==> config.mk <==
export PLATFORM = sky130hd
export DESIGN_NAME = control_unit
export DESIGN_NICKNAME = d
export VERILOG_FILES = /design/src/rtl/cpu_pkg.sv /design/src/rtl/cu_decode.sv /design/src/rtl/control_unit.sv
export SDC_FILE = /design/constraint.sdc
export NUM_CORES = 1
export LEC_CHECK = 0
export BUFFER_PORTS_ARGS = -buffer_cell sky130_fd_sc_hd__buf_4
export CAP_MARGIN = 20
export CELL_PAD_IN_SITES_DETAIL_PLACEMENT = 1
export CELL_PAD_IN_SITES_GLOBAL_PLACEMENT = 2
export CORE_MARGIN = 4
export CORE_UTILIZATION = 26
export DETAILED_ROUTE_END_ITERATION = 6
export GPL_TIMING_DRIVEN = 0
export PLACE_DENSITY_LB_ADDON = 0.3
export SETUP_SLACK_MARGIN = 0.02
export SLEW_MARGIN = 5
export SYNTH_ARGS = -nofsm -noshare
export SYNTH_HDL_FRONTEND = slang
export SYNTH_SLANG_ARGS = --single-unit
==> constraint.sdc <==
create_clock -name clock -period 7.4 [get_ports clock]
set_input_delay 2.22 -clock clock [delete_from_list [all_inputs] [get_ports clock]]
set_output_delay 2.22 -clock clock [all_outputs]
set_load 0.02 [all_outputs]
==> src/rtl/cpu_pkg.sv <==
// Shared CPU definitions: opcodes, control-unit states, step numbers,
// instruction classes and the bundle of datapath control strobes.
package cpu_pkg;

    typedef logic [4:0] opcode_t;
    typedef logic [2:0] step_t;

    localparam opcode_t OP_LD   = 5'b00000;
    localparam opcode_t OP_LDI  = 5'b00001;
    localparam opcode_t OP_ST   = 5'b00010;
    localparam opcode_t OP_ADD  = 5'b00011;
    localparam opcode_t OP_SUB  = 5'b00100;
    localparam opcode_t OP_AND  = 5'b00101;
    localparam opcode_t OP_OR   = 5'b00110;
    localparam opcode_t OP_ROR  = 5'b00111;
    localparam opcode_t OP_ROL  = 5'b01000;
    localparam opcode_t OP_SHR  = 5'b01001;
    localparam opcode_t OP_SHRA = 5'b01010;
    localparam opcode_t OP_XOR  = 5'b01011;
    localparam opcode_t OP_SHL  = 5'b01100;
    localparam opcode_t OP_ADDI = 5'b01101;
    localparam opcode_t OP_ANDI = 5'b01110;
    localparam opcode_t OP_ORI  = 5'b01111;
    localparam opcode_t OP_MUL  = 5'b10000;
    localparam opcode_t OP_DIV  = 5'b10001;
    localparam opcode_t OP_NEG  = 5'b10010;
    localparam opcode_t OP_NOT  = 5'b10011;
    localparam opcode_t OP_BRX  = 5'b10100;
    localparam opcode_t OP_JR   = 5'b10101;
    localparam opcode_t OP_IN   = 5'b10111;
    localparam opcode_t OP_OUT  = 5'b11000;
    localparam opcode_t OP_MFHI = 5'b11001;
    localparam opcode_t OP_MFLO = 5'b11010;
    localparam opcode_t OP_NOP  = 5'b11011;
    localparam opcode_t OP_HALT = 5'b11100;

    localparam step_t T0 = 3'd0;
    localparam step_t T1 = 3'd1;
    localparam step_t T2 = 3'd2;
    localparam step_t T3 = 3'd3;
    localparam step_t T4 = 3'd4;
    localparam step_t T5 = 3'd5;
    localparam step_t T6 = 3'd6;
    localparam step_t T7 = 3'd7;

    typedef enum logic [1:0] {
        S_RESET = 2'd0,
        S_FETCH = 2'd1,
        S_EXEC  = 2'd2,
        S_HALT  = 2'd3
    } state_t;

    typedef enum logic [3:0] {
        CL_NOP, CL_ALU, CL_IMM, CL_LDI, CL_LD, CL_ST, CL_MULDIV, CL_UNARY,
        CL_BRX, CL_JR, CL_IN, CL_OUT, CL_MFHI, CL_MFLO, CL_HALT, CL_ILLEGAL
    } instr_class_t;

    typedef struct packed {
        logic       gra;
        logic       grb;
        logic       grc;
        logic       rin;
        logic       rout;
        logic       ba_out;
        logic       pc_out;
        logic       pc_in;
        logic       inc_pc;
        logic       ir_in;
        logic       mar_in;
        logic       mdr_in;
        logic       mdr_out;
        logic       y_in;
        logic       z_in;
        logic       zhigh_out;
        logic       zlow_out;
        logic       hi_in;
        logic       hi_out;
        logic       lo_in;
        logic       lo_out;
        logic       c_out;
        logic       inport_out;
        logic       outport_in;
        logic       con_in;
        logic       read;
        logic       ram_write;
        logic [4:0] alu_op;
    } ctrl_t;

    // Immediate forms reuse the ALU code of their register counterpart.
    function automatic opcode_t imm_alu_op(input opcode_t op);
        case (op)
            OP_ANDI: return OP_AND;
            OP_ORI:  return OP_OR;
            default: return OP_ADD;
        endcase
    endfunction

endpackage

==> src/rtl/cu_decode.sv <==
// Combinational opcode decode: instruction class and the step on which
// that class finishes executing.
module cu_decode
    import cpu_pkg::*;
(
    input  logic [4:0]   opcode,
    output instr_class_t iclass,
    output step_t        last_step
);

    always_comb begin
        iclass = CL_ILLEGAL;
        case (opcode)
            OP_ADD, OP_SUB, OP_AND, OP_OR, OP_ROR,
            OP_ROL, OP_SHR, OP_SHRA, OP_XOR, OP_SHL: iclass = CL_ALU;
            OP_ADDI, OP_ANDI, OP_ORI:                iclass = CL_IMM;
            OP_LDI:                                  iclass = CL_LDI;
            OP_LD:                                   iclass = CL_LD;
            OP_ST:                                   iclass = CL_ST;
            OP_MUL, OP_DIV:                          iclass = CL_MULDIV;
            OP_NEG, OP_NOT:                          iclass = CL_UNARY;
            OP_BRX:                                  iclass = CL_BRX;
            OP_JR:                                   iclass = CL_JR;
            OP_IN:                                   iclass = CL_IN;
            OP_OUT:                                  iclass = CL_OUT;
            OP_MFHI:                                 iclass = CL_MFHI;
            OP_MFLO:                                 iclass = CL_MFLO;
            OP_NOP:                                  iclass = CL_NOP;
            OP_HALT:                                 iclass = CL_HALT;
            default:                                 iclass = CL_ILLEGAL;
        endcase
    end

    always_comb begin
        last_step = T2;
        case (iclass)
            CL_LD, CL_ST:                                last_step = T7;
            CL_MULDIV, CL_BRX:                           last_step = T6;
            CL_ALU, CL_IMM, CL_LDI:                      last_step = T5;
            CL_UNARY:                                    last_step = T4;
            CL_JR, CL_IN, CL_OUT, CL_MFHI, CL_MFLO:      last_step = T3;
            default:                                     last_step = T2;
        endcase
    end

endmodule

==> src/rtl/control_unit.sv <==
// Control unit: Moore sequencer driving datapath strobes from {state, step, opcode}.
// Define CU_ILLEGAL_TRAP_EN to halt on unassigned opcodes instead of treating them as nop.
module control_unit
    import cpu_pkg::*;
(
    input  logic        clock,
    input  logic        clear,
    input  logic        run,
    input  logic        stop,
    input  logic [31:0] ir,
    input  logic        con,
    output logic        Gra,
    output logic        Grb,
    output logic        Grc,
    output logic        Rin,
    output logic        Rout,
    output logic        BAout,
    output logic        PCout,
    output logic        PCin,
    output logic        IncPC,
    output logic        IRin,
    output logic        MARin,
    output logic        MDRin,
    output logic        MDRout,
    output logic        Yin,
    output logic        Zin,
    output logic        Zhighout,
    output logic        Zlowout,
    output logic        HIin,
    output logic        HIout,
    output logic        LOin,
    output logic        LOout,
    output logic        Cout,
    output logic        InPortout,
    output logic        Out_portIn,
    output logic        CONin,
    output logic        read,
    output logic        RAMwrite,
    output logic [4:0]  alu_op,
    output logic        run_led
);

    state_t       state;
    step_t        step;
    opcode_t      opcode;
    instr_class_t dec_class;
    instr_class_t iclass;
    step_t        last_step;
    ctrl_t        ctrl;
    logic         unused_ir_fields;

    assign opcode           = ir[31:27];
    assign unused_ir_fields = ^ir[26:0];

    cu_decode u_decode (
        .opcode    (opcode),
        .iclass    (dec_class),
        .last_step (last_step)
    );

    always_comb begin
        iclass = dec_class;
        if (dec_class == CL_ILLEGAL) begin
`ifdef CU_ILLEGAL_TRAP_EN
            iclass = CL_HALT;
`else
            iclass = CL_NOP;
`endif
        end
    end

    // stop is only consulted on an instruction's final step, so a halt request never truncates one.
    always_ff @(posedge clock) begin
        if (clear) begin
            state   <= S_RESET;
            step    <= T0;
            run_led <= 1'b0;
        end else begin
            case (state)
                S_RESET, S_HALT: begin
                    if (run) begin
                        state   <= S_FETCH;
                        step    <= T0;
                        run_led <= 1'b1;
                    end
                end
                S_FETCH: begin
                    if (step != T2) begin
                        step <= step + 3'd1;
                    end else if (iclass == CL_HALT) begin
                        state   <= S_HALT;
                        step    <= T0;
                        run_led <= 1'b0;
                    end else if (iclass == CL_NOP) begin
                        state   <= stop ? S_HALT : S_FETCH;
                        step    <= T0;
                        run_led <= !stop;
                    end else begin
                        state <= S_EXEC;
                        step  <= T3;
                    end
                end
                S_EXEC: begin
                    if (step == last_step) begin
                        state   <= stop ? S_HALT : S_FETCH;
                        step    <= T0;
                        run_led <= !stop;
                    end else begin
                        step <= step + 3'd1;
                    end
                end
                default: begin
                    state   <= S_RESET;
                    step    <= T0;
                    run_led <= 1'b0;
                end
            endcase
        end
    end

    always_comb begin
        ctrl = '0;
        case (state)
            S_FETCH: begin
                case (step)
                    T0:      begin ctrl.pc_out = 1'b1; ctrl.mar_in = 1'b1; ctrl.inc_pc = 1'b1; end
                    T1:      begin ctrl.read = 1'b1; ctrl.mdr_in = 1'b1; end
                    T2:      begin ctrl.mdr_out = 1'b1; ctrl.ir_in = 1'b1; end
                    default: ;
                endcase
            end
            S_EXEC: begin
                case (iclass)
                    CL_ALU, CL_IMM: begin
                        case (step)
                            T3: begin ctrl.grb = 1'b1; ctrl.rout = 1'b1; ctrl.y_in = 1'b1; end
                            T4: begin
                                ctrl.z_in = 1'b1;
                                if (iclass == CL_ALU) begin
                                    ctrl.grc    = 1'b1;
                                    ctrl.rout   = 1'b1;
                                    ctrl.alu_op = opcode;
                                end else begin
                                    ctrl.c_out  = 1'b1;
                                    ctrl.alu_op = imm_alu_op(opcode);
                                end
                            end
                            T5:      begin ctrl.zlow_out = 1'b1; ctrl.gra = 1'b1; ctrl.rin = 1'b1; end
                            default: ;
                        endcase
                    end
                    CL_LDI, CL_LD, CL_ST: begin
                        case (step)
                            T3: begin ctrl.grb = 1'b1; ctrl.ba_out = 1'b1; ctrl.y_in = 1'b1; end
                            T4: begin ctrl.c_out = 1'b1; ctrl.z_in = 1'b1; ctrl.alu_op = OP_ADD; end
                            T5: begin
                                ctrl.zlow_out = 1'b1;
                                if (iclass == CL_LDI) begin
                                    ctrl.gra = 1'b1;
                                    ctrl.rin = 1'b1;
                                end else begin
                                    ctrl.mar_in = 1'b1;
                                end
                            end
                            T6: begin
                                ctrl.mdr_in = 1'b1;
                                if (iclass == CL_LD) begin
                                    ctrl.read = 1'b1;
                                end else begin
                                    ctrl.gra  = 1'b1;
                                    ctrl.rout = 1'b1;
                                end
                            end
                            T7: begin
                                if (iclass == CL_LD) begin
                                    ctrl.mdr_out = 1'b1;
                                    ctrl.gra     = 1'b1;
                                    ctrl.rin     = 1'b1;
                                end else begin
                                    ctrl.ram_write = 1'b1;
                                end
                            end
                            default: ;
                        endcase
                    end
                    CL_MULDIV: begin
                        case (step)
                            T3:      begin ctrl.gra = 1'b1; ctrl.rout = 1'b1; ctrl.y_in = 1'b1; end
                            T4:      begin ctrl.grb = 1'b1; ctrl.rout = 1'b1; ctrl.z_in = 1'b1; ctrl.alu_op = opcode; end
                            T5:      begin ctrl.zlow_out = 1'b1; ctrl.lo_in = 1'b1; end
                            T6:      begin ctrl.zhigh_out = 1'b1; ctrl.hi_in = 1'b1; end
                            default: ;
                        endcase
                    end
                    CL_UNARY: begin
                        case (step)
                            T3:      begin ctrl.grb = 1'b1; ctrl.rout = 1'b1; ctrl.z_in = 1'b1; ctrl.alu_op = opcode; end
                            T4:      begin ctrl.zlow_out = 1'b1; ctrl.gra = 1'b1; ctrl.rin = 1'b1; end
                            default: ;
                        endcase
                    end
                    CL_BRX: begin
                        case (step)
                            T3:      begin ctrl.gra = 1'b1; ctrl.rout = 1'b1; ctrl.con_in = 1'b1; end
                            T4:      begin ctrl.pc_out = 1'b1; ctrl.y_in = 1'b1; end
                            T5:      begin ctrl.c_out = 1'b1; ctrl.z_in = 1'b1; ctrl.alu_op = OP_ADD; end
                            T6:      begin ctrl.zlow_out = 1'b1; ctrl.pc_in = con; end
                            default: ;
                        endcase
                    end
                    CL_JR:   if (step == T3) begin ctrl.gra = 1'b1; ctrl.rout = 1'b1; ctrl.pc_in = 1'b1; end
                    CL_IN:   if (step == T3) begin ctrl.inport_out = 1'b1; ctrl.gra = 1'b1; ctrl.rin = 1'b1; end
                    CL_OUT:  if (step == T3) begin ctrl.gra = 1'b1; ctrl.rout = 1'b1; ctrl.outport_in = 1'b1; end
                    CL_MFHI: if (step == T3) begin ctrl.hi_out = 1'b1; ctrl.gra = 1'b1; ctrl.rin = 1'b1; end
                    CL_MFLO: if (step == T3) begin ctrl.lo_out = 1'b1; ctrl.gra = 1'b1; ctrl.rin = 1'b1; end
                    default: ;
                endcase
            end
            default: ;
        endcase
    end

    assign Gra        = ctrl.gra;
    assign Grb        = ctrl.grb;
    assign Grc        = ctrl.grc;
    assign Rin        = ctrl.rin;
    assign Rout       = ctrl.rout;
    assign BAout      = ctrl.ba_out;
    assign PCout      = ctrl.pc_out;
    assign PCin       = ctrl.pc_in;
    assign IncPC      = ctrl.inc_pc;
    assign IRin       = ctrl.ir_in;
    assign MARin      = ctrl.mar_in;
    assign MDRin      = ctrl.mdr_in;
    assign MDRout     = ctrl.mdr_out;
    assign Yin        = ctrl.y_in;
    assign Zin        = ctrl.z_in;
    assign Zhighout   = ctrl.zhigh_out;
    assign Zlowout    = ctrl.zlow_out;
    assign HIin       = ctrl.hi_in;
    assign HIout      = ctrl.hi_out;
    assign LOin       = ctrl.lo_in;
    assign LOout      = ctrl.lo_out;
    assign Cout       = ctrl.c_out;
    assign InPortout  = ctrl.inport_out;
    assign Out_portIn = ctrl.outport_in;
    assign CONin      = ctrl.con_in;
    assign read       = ctrl.read;
    assign RAMwrite   = ctrl.ram_write;
    assign alu_op     = ctrl.alu_op;

endmodule

==> results.yml <==
run_status:
  outcome: "finished clean"
timing:
  slew_violations: 0
  max_slew_margin_pct: 44.6
  finalHoldViolations: 0
  max_freq_ghz: 0.140
  worst_pin_slew_ns: 0.825
  final.min_clock_period_ns: 7.14
  skew_ns: 0.00372
  finalCritPeriodShare_pct: 96.5
  rsz0062_at_grt: "no"
  hold-worst-slack_ns: 0.509
  setup_tns_ns: 0
  setup_violations: 0
  finalWorstSetupSlack_ns: 0.256
logic_synthesis:
  synthArstFlopShare_pct: 0
  ys_types: 56
  synth-edff-count: 0
  synth_nets: 310
  yosysWarnings: 0
  yosysTopAreaCell: "ha_1"
  netlist_instances: 261
  synth_top_area_share_pct: 9.01
  synth.avg_cell_area_um2: 6.39
  netlist_area_um2: 1670
  synthFlopType: "dfxtp_1"
  yosysSeqAreaShare_pct: 7.21
  synth-seq-cells: 6
  synth_area_leaders: "ha_1 (9.0%), nand2_1 (8.1%), dfxtp_1 (7.2%)"
critical_path:
  cp_cell_sequence: "buf_4 -> inv_1 -> ha_1 -> nor2b_2 -> o32a_4 -> nor3_4 -> nand2_1 -> a21o_1 -> a21oi_4 -> a22oi_1 -> a2111oi_2 -> buf_4"
  crit_path_max_fanout: 9
  cp_common_cell: "buf_4"
  crit_type: "in2out"
  setup.worst_path.start_class: "input port"
  worstPathRequired_ns: 5.18
  cp.arrival_ns: 4.92
  rr_startpoint: "state[0]"
  endpoint_kind: "primary output"
  reg2reg_slack_ns: 4.95
  r2r_cells: 9
  regToRegEndpoint: "run_led"
  slowest_stage: "o32a_4"
  crit_path_max_incr_delay_ns: 0.42
global_routing:
  grt_busiest_layer: "met2"
  gr-usage-met3_pct: 1.51
  grtUsageTotal_pct: 18.1
  antenna_found_initial: 0
  met1_usage_pct: 25.5
  first_global_vias: 2130
  grt_pass1_wl_um: 11200
  grt_overflow_total: 0
  grt_max_degree: 11
  grtUsageMet2_pct: 30.5
floorplan:
  core_area_um2: 6060
  io_pins: 70
  rows: 28
  fp.dieW_um: 88.1
  fp.dieH_um: 88.1
  dieArea_um2: 7750
  start_util_pct: 27.5
clock_network:
  h-tree-depth: 1
  numCtsBuffers: 3
  worst_skew_pair.late_latency_ns: 0.23
  postCtsHoldBufs: 0
  cts.sinks: 6
  cts_root_buf: "clkbuf_8"
  clk_pin_slew_ns: 0.04
  cts_tree: "built"
  cts_buffer_depth: 2
cells_and_area:
  fill_cells: 806
  fin_util_pct: 35.3
  drive_gt1_share_pct: 22.1
  finalNetCount: 358
  seq_area_um2: 120
  num_antenna_cells: 0
  area_growth_pct: 28.4
  multi_input_area_um2: 1440
power:
  ir_drop_mv: 0.0808
  power_density_nw_per_um2: 149
  power.total_uw: 319
  p_leak_nw: 0.799
worst_hold_path:
  hold-path-cell-count: 2
  hold_path_class: "reg2reg"
  min_from: "state[1]"
  holdPathEnd: "state[1]"
placed_design:
  place.gp.congestion: 0.856
  dp_hpwl_um: 5330
  preCtsSetupSlack_ns: 0.110
  portBuffers: 42
drt:
  wirelength_um: 6870
  vias: 2149
  first_iter_violations: 99
  first_pass_iters: 4
  drc: 0
  via_per_inst: 5.63
  wl_per_cell_um: 18.0
  ant_nets: 0
flow_run:
  cap_viol_max_count: 0
## worst max-delay path, delay by kind of cell
family,cells,cell delay [ns]
simple gates,3,0.68
fa+ha+maj,1,0.26
compound gates,5,1.37
buf+inv,3,0.38
## cells in the mapped netlist, types with 2 or more instances
cell        n
nor4_1      6
a21oi_1    18
nor2b_1     7
and3_1      6
a31oi_1     4
a21boi_1    2
a21o_1      4
buf_4       2
o31a_1      2
o22ai_1     3
nand4_1     2
o211ai_1    2
dfxtp_1     6
nand3_1    16
a2111oi_2   2
buf_2       6
a22oi_1     5
a211oi_1    3
clkbuf_1    9
and2_1      4
o21ai_1     4
inv_1      11
o21bai_1    2
nand2b_1    3
ha_1       12
nand2_1    36
nor2_1     29
o21ai_0    18
nor3_1     10
## cell type report
| type | instances | share of cell area [%] |
|---|---|---|
| repair buffers | 43 | 15.1 |
| multi-input cells | 226 | 67.2 |
| inverters | 11 | 1.93 |
| plain buffers | 18 | 3.86 |
| well taps | 75 | 4.39 |
| clock buffers | 3 | 1.93 |
| flip-flops and latches | 6 | 5.61 |
## state kept, by name, indices dropped and copies added, names as in the netlist
register,flops
run_led,1
state,2
step,3
## layer usage
metal | part of all wire [%] | wire length (um)
met5 | 0 | 0
met2 | 47 | 3230
met4 | 0.63 | 43
met3 | 5.3 | 363
met1 | 47 | 3240
## worst max path at each step
stage / depth (start not counted) / startpoint / to
final: 12 / ir[28] / alu_op[2]
after floorplan: 10 / ir[27] / alu_op[2]
after detailed placement: 12 / ir[28] / alu_op[2]
after global placement: 12 / ir[28] / alu_op[2]
after global routing: 12 / ir[28] / alu_op[2]
after CTS: 12 / ir[28] / alu_op[2]
## cells in the final DEF (no fill, tap or decap), drive strengths merged, types with 4 or more instances in the layout
master / instances
nor2: 29
nand3: 17
clkbuf: 12
nand2: 36
ha: 12
and3: 6
buf: 52
a21oi: 20
a21o: 4
a211oi: 4
a22oi: 5
dfxtp: 6
nor4: 6
nor3: 11
o21ai: 23
a31oi: 4
inv: 11
nor2b: 7
and2: 4
## stage by stage
| step | cell area [um2] | std cells |
|---|---|---|
| floorplan | 1670 | 261 |
| global placement | 2080 | 378 |
| detailed placement | 2080 | 378 |
| CTS | 2120 | 381 |
| global route | 2140 | 382 |
| finish | 2140 | 382 |
## where the power goes
group / switching, mW / total, mW / internal, mW
sequential: 0.00711 / 0.0469 / 0.0398
clock: 0.0182 / 0.0535 / 0.0353
combinational: 0.143 / 0.218 / 0.0756
total: 0.168 / 0.319 / 0.151
## repair_timing
item / 4_1_cts / 5_1_grt
resized for setup: 0 / 3
setup endpoints to repair: 0 / 2
buffers inserted: 0 / 1
## kinds of logic (layout without fill, tap and decap cells)
kind of cell    count (synthesis)  in the layout  share of synthesized area, %
mux                             2              2                          1.28
buf+inv                        29             75                          7.43
simple gates                  125            125                          36.6
flops                           6              6                          7.21
fa+ha+maj                      12             12                          9.01
compound gates                 87             87                          38.4
No activity file was read; power rests on OpenSTA's default activity.
